**config.mk**
```make
export PLATFORM = sky130hd
export DESIGN_NAME = elevator_scheduler
export DESIGN_NICKNAME = d
export VERILOG_FILES = /design/src/rtl/elevator_scheduler_pkg.sv /design/src/rtl/elevator_scheduler_call_reg.sv /design/src/rtl/elevator_scheduler.sv
export SDC_FILE = /design/constraint.sdc
export NUM_CORES = 1
export LEC_CHECK = 0
export BUFFER_PORTS_ARGS = -buffer_cell sky130_fd_sc_hd__buf_2
export CORE_MARGIN = 2
export CORE_UTILIZATION = 45
export CTS_CLUSTER_DIAMETER = 80
export CTS_CLUSTER_SIZE = 25
export DETAILED_ROUTE_END_ITERATION = 12
export PLACE_DENSITY_LB_ADDON = 0.1
export SYNTH_ARGS = -nofsm -noshare
export SYNTH_HDL_FRONTEND = slang
export SYNTH_SLANG_ARGS = --single-unit
```
**constraint.sdc**
```tcl
create_clock -name CLK -period 3.3 [get_ports CLK]
set_clock_uncertainty 0.05 [all_clocks]
set_input_delay 0.66 -clock CLK [delete_from_list [all_inputs] [get_ports CLK]]
set_output_delay 0.66 -clock CLK [all_outputs]
set_load 0.02 [all_outputs]
```
**src/rtl/elevator_scheduler_pkg.sv**
```systemverilog
// Shared definitions for the elevator scheduler: FSM states, floor codes,
// timer width and small floor-indexing helpers.
package elevator_scheduler_pkg;

  typedef enum logic [1:0] {
    ST_IDLE = 2'd0,
    ST_MOVE = 2'd1,
    ST_DOOR = 2'd2
  } state_e;

  localparam logic [1:0] FLOOR1 = 2'b01;
  localparam logic [1:0] FLOOR2 = 2'b10;
  localparam logic [1:0] FLOOR3 = 2'b11;

  localparam int TIMER_W = 4;

  // Select the bit of a per-floor vector that belongs to floor code f.
  function automatic logic floor_bit(input logic [3:1] v, input logic [1:0] f);
    case (f)
      FLOOR1:  floor_bit = v[1];
      FLOOR2:  floor_bit = v[2];
      FLOOR3:  floor_bit = v[3];
      default: floor_bit = 1'b0;
    endcase
  endfunction

  function automatic logic calls_ahead(input logic [3:1] c, input logic [1:0] f,
                                       input logic up);
    calls_ahead = 1'b0;
    if (up) begin
      case (f)
        FLOOR1:  calls_ahead = c[2] | c[3];
        FLOOR2:  calls_ahead = c[3];
        default: calls_ahead = 1'b0;
      endcase
    end else begin
      case (f)
        FLOOR3:  calls_ahead = c[1] | c[2];
        FLOOR2:  calls_ahead = c[1];
        default: calls_ahead = 1'b0;
      endcase
    end
  endfunction

endpackage

```
**src/rtl/elevator_scheduler_call_reg.sv**
```systemverilog
// One pending-call flop: set by a hall press, cleared when the floor is served.
// Clear has priority so a press on the arrival edge does not re-arm the call.
module elevator_call_reg (
  input  logic clk,
  input  logic rst_n,
  input  logic set,
  input  logic clr,
  output logic q
);

  logic call_q;
  logic call_d;

  always_comb begin
    call_d = call_q;
    if (clr)      call_d = 1'b0;
    else if (set) call_d = 1'b1;
  end

  always_ff @(posedge clk or negedge rst_n) begin
    if (!rst_n) call_q <= 1'b0;
    else        call_q <= call_d;
  end

  assign q = call_q;

endmodule

```
**src/rtl/elevator_scheduler.sv**
```systemverilog
// Three-floor elevator sequencer: latches hall calls, picks direction with a
// SCAN policy and times travel and door dwell with one shared down-counter.
module elevator_scheduler
  import elevator_scheduler_pkg::*;
#(
  parameter int TRAVEL_CYCLES = 4,
  parameter int DOOR_CYCLES   = 3
) (
  input  logic       CLK,
  input  logic       RST_N,
  input  logic [3:1] B,
  output logic [3:1] C,
  output logic [1:0] O,
  output logic       UP,
  output logic       MOVING,
  output logic       DOOR,
  output logic       ARRIVE
);

  // Timer holds remaining cycles minus one, so it expires on the last cycle.
  localparam logic [TIMER_W-1:0] TRAVEL_LOAD = TIMER_W'(TRAVEL_CYCLES - 1);
  localparam logic [TIMER_W-1:0] DOOR_LOAD   = TIMER_W'(DOOR_CYCLES - 1);

  state_e               state_q,  state_d;
  logic [1:0]           floor_q,  floor_d;
  logic                 up_q,     up_d;
  logic [TIMER_W-1:0]   timer_q,  timer_d;
  logic                 moving_q, moving_d;
  logic                 door_q,   door_d;
  logic                 arrive_q, arrive_d;

  logic [3:1] call_q;
  logic [3:1] call_set;
  logic [3:1] call_clr;
  logic       cur_press;
  logic       no_latch;
  logic       eff_up;
  logic       enter_door;
  logic [1:0] door_floor;

  assign cur_press = floor_bit(~B, floor_q);
  assign no_latch  = (state_q != ST_MOVE);
  // Direction is pinned at the end floors before the SCAN decision.
  assign eff_up    = (floor_q == FLOOR3) ? 1'b0 :
                     (floor_q == FLOOR1) ? 1'b1 : up_q;

  always_comb begin
    state_d    = state_q;
    floor_d    = floor_q;
    up_d       = up_q;
    timer_d    = timer_q;
    enter_door = 1'b0;
    door_floor = floor_q;
    case (state_q)
      ST_IDLE: begin
        if (cur_press) begin
          state_d    = ST_DOOR;
          timer_d    = DOOR_LOAD;
          enter_door = 1'b1;
        end else if (calls_ahead(call_q, floor_q, eff_up)) begin
          state_d = ST_MOVE;
          up_d    = eff_up;
          timer_d = TRAVEL_LOAD;
        end else if (calls_ahead(call_q, floor_q, ~eff_up)) begin
          state_d = ST_MOVE;
          up_d    = ~eff_up;
          timer_d = TRAVEL_LOAD;
        end
      end
      ST_MOVE: begin
        if (timer_q == '0) begin
          floor_d = up_q ? (floor_q + 2'd1) : (floor_q - 2'd1);
          if (floor_bit(call_q, floor_d)) begin
            state_d    = ST_DOOR;
            timer_d    = DOOR_LOAD;
            enter_door = 1'b1;
            door_floor = floor_d;
          end else begin
            timer_d = TRAVEL_LOAD;
          end
        end else begin
          timer_d = timer_q - TIMER_W'(1);
        end
      end
      ST_DOOR: begin
        if (cur_press)            timer_d = DOOR_LOAD;
        else if (timer_q == '0)   state_d = ST_IDLE;
        else                      timer_d = timer_q - TIMER_W'(1);
      end
      default: state_d = ST_IDLE;
    endcase
    moving_d = (state_d == ST_MOVE);
    door_d   = (state_d == ST_DOOR);
    arrive_d = enter_door;
  end

  always_ff @(posedge CLK or negedge RST_N) begin
    if (!RST_N) begin
      state_q  <= ST_IDLE;
      floor_q  <= FLOOR1;
      up_q     <= 1'b1;
      timer_q  <= '0;
      moving_q <= 1'b0;
      door_q   <= 1'b0;
      arrive_q <= 1'b0;
    end else begin
      state_q  <= state_d;
      floor_q  <= floor_d;
      up_q     <= up_d;
      timer_q  <= timer_d;
      moving_q <= moving_d;
      door_q   <= door_d;
      arrive_q <= arrive_d;
    end
  end

  // A press at the current floor while stopped opens the door instead of latching.
  for (genvar i = 1; i <= 3; i++) begin : g_call
    assign call_set[i] = ~B[i] & ~(no_latch & (floor_q == 2'(i)));
    assign call_clr[i] = enter_door & (door_floor == 2'(i));

    elevator_call_reg u_call_reg (
      .clk   (CLK),
      .rst_n (RST_N),
      .set   (call_set[i]),
      .clr   (call_clr[i]),
      .q     (call_q[i])
    );
  end

  assign C      = call_q;
  assign O      = floor_q;
  assign UP     = up_q;
  assign MOVING = moving_q;
  assign DOOR   = door_q;
  assign ARRIVE = arrive_q;

endmodule

```
==> impl_metrics.yaml <==
timing:
  min_period_ns: 2.54
  rsz0062_at_grt: "false"
  max_freq_ghz: 0.393
  slew_headroom_pct: 60.3
  setup_viol: 0
  worst_slew_pin_slew_ns: 0.593
  final_hold_viol_count: 0
  fin_ws_ns: 0.757
  setup-tns-final_ns: 0
  finalMaxSlewViolations: 0
  fin_crit_sh_pct: 77.1
place:
  dpl.hpwl_um: 1740
  gp_congestion: 0.879
  dp_slack_ns: 0.788
  port_buffers: 13
run:
  cap_viol_max_count: 0
yosys:
  syn-instance-count: 117
  avgSynthCellArea_sq_um: 9.52
  synth-edff-count: 0
  synth_xor_area_share_pct: 2.25
  yosysWarnings: 0
  synth-compound-area-share_pct: 25.4
  ys_types: 46
  synthMuxAreaShare_pct: 3.71
  synth_seq_area_share_pct: 33.9
  synth_fa_ha_area_share_pct: 11.2
  synthArstFlopShare_pct: 100
  synth_nets: 132
  synthSimpleGateAreaFrac_pct: 17.3
  ys.flop_type: "dfrtp_1"
  synth_area_sq_mm: 0.00111
  yosysTopAreaCellShare_pct: 29.2
  ys_ff_latch: 15
  synth_top_family_by_area: "compound AO/OA/AOI/OAI gates"
  synth_top_area_cell: "dfrtp_1"
  synth_area_leaders: "dfrtp_1, ha_1, dfstp_2"
global_route:
  grt-ovfl-total: 0
  first_global_vias: 847
  grt_usage_pct: 18.5
  grt_max_degree: 16
  grt_pass1_wl_um: 3810
  antenna_found_initial: 0
drt:
  vias_per_cell: 5.64
  dr_wl_met2_um: 1010
  ant_nets: 0
  wl_met1_um: 1100
  wl_um: 2250
  drc: 0
  highest_layer: "met4"
  post_drt_wl_per_cell_um: 14.1
  drt_iter0_drc: 37
  drt-pass1-iter-count: 4
  wl_met3_um: 94
  vias: 902
status:
  status: "finished clean"
finish:
  fin_nets: 146
  layout_common_cells: "dfrtp_1, buf_2, inv_1"
  drive_above_1_share_pct: 20.0
  diodes: 0
  area_growth_pct: 9.10
clocking:
  cts_root_buf: "clkbuf_4"
  cts.sinks: 15
  worst_skew_pair.late_latency_ns: 0.28
  clk_path_buf_depth: 2
  hold_buffers: 0
  cts_tree: "built"
  clkSlewWorstSetupHoldPaths_ns: 0.09
  cts_resized: 0
  post_cts_buffers: 0
  h-tree-depth: 1
  cts_inserted_buffers: 3
power_and_ir_drop:
  clkPwrFrac_pct: 8.0
  combPwrFrac_pct: 65.3
  p_sw_w: 0.000660
  vdd_drop_max_mv: 0.590
  power_frac_seq_pct: 26.7
  internal_power_w: 0.000672
  powerDensity_mw_per_mm2: 1100
  total_power_w: 0.00133
  power_leakage_nw: 0.572
  switching_share_pct: 49.6
critical_path:
  critPathArrivalTime_ns: 2.70
  reg2reg_slack_ns: 0.76
  setup.worst_path.end_class: "flip-flop"
  cp-start-kind: "flip-flop"
  reg2reg_depth: 7
  cp_max_fo: 11
  cp.required_ns: 3.45
  crit_type: "reg -> reg"
floorplan:
  die_width_um: 53.7
  row_count: 18
  io_pins: 14
  die-area_sq_mm: 0.00289
  start_util_pct: 46.2
  core_sq_mm: 0.00241
  die-height_um: 53.7
worst_hold_path:
  hold_path.class: "in -> async"
-- synthesized netlist by cell type (all sizes together) (3+ instances only) --
library cell and number:
a211oi 3, mux2i 3, nand2 9, a21oi 10
nor2 4, dfrtp 13, nand2b 5, inv 11
a31oi 4, o21ai 4, buf 4, ha 10
-- registers in the layout (all words and copies together) (netlist names) --
name / cells
UP: 1
ARRIVE: 1
DOOR: 1
timer_q: 4
state_q: 2
O: 2
MOVING: 1
g_call.u_call_reg.q: 3
-- power groups by stage --
stage               clock [W]  sequential, W  combinational, W
finish               0.000107       0.000356          0.000869
global route         0.000121       0.000369          0.000970
CTS                  0.000110       0.000354          0.000870
detailed placement          0       0.000357          0.000866
global placement            0       0.000356          0.000867
floorplan                   0       0.000371          0.000681
-- layer usage --
layer,GRT usage (%),vias to the layer above
li1,-,453
met1,26.4,418
met2,27.4,25
met3,3.33,6
met4,7.69,0
met5,0,-
-- critical path: stages (launching register included) --
cell     delay (ns)
dfstp_2        0.65
inv_1          0.13
ha_1           0.37
xor2_2         0.28
mux2i_1        0.37
nand3_2        0.21
nor4b_1        0.20
nor3_1         0.19
-- path summary, 6_finish.rpt --
kind	startpoint	to
max	O[0]	g_call[1].u_call_reg.q
min reg2reg	timer_q[1]	timer_q[1]
max in group asynchronous	RST_N	UP
max reg2reg	O[0]	g_call[1].u_call_reg.q
min in group CLK	timer_q[1]	timer_q[1]
min	RST_N	g_call[3].u_call_reg.q
-- kinds of logic (layout without fill, tap and decap cells) --
logic type	Yosys count	count (layout)
adders and majority gates	10	10
and+or+nand+nor	33	33
muxes	4	4
buffers and inverters	15	28
AOI/OAI and AO/OA	38	38
xor gates and xnor gates	2	2
DFF	15	15
-- cell type report --
class / instances / area (sq um)
Sequential cell: 15 / 378
Clock buffer: 4 / 26.3
Fill cell: 218 / 1190
Inverter: 11 / 41.3
Tap cell: 30 / 37.5
Timing Repair Buffer: 13 / 65.1
Multi-Input combinational cell: 87 / 667
-- stage by stage --
stage | area [sq um] | cells | hold slack (ns) | util, %
2_1_floorplan | 1110 | 117 | 0.314 | -
3_3_place_gp | 1190 | 156 | 0.444 | 49.3
3_5_place_dp | 1190 | 156 | 0.451 | 49.3
4_1_cts | 1210 | 160 | 0.222 | 50.4
5_1_grt | 1210 | 160 | 0.224 | 50.4
6_report | 1210 | 160 | 0.211 | 50.4
(Power assumes the default switching activity.)
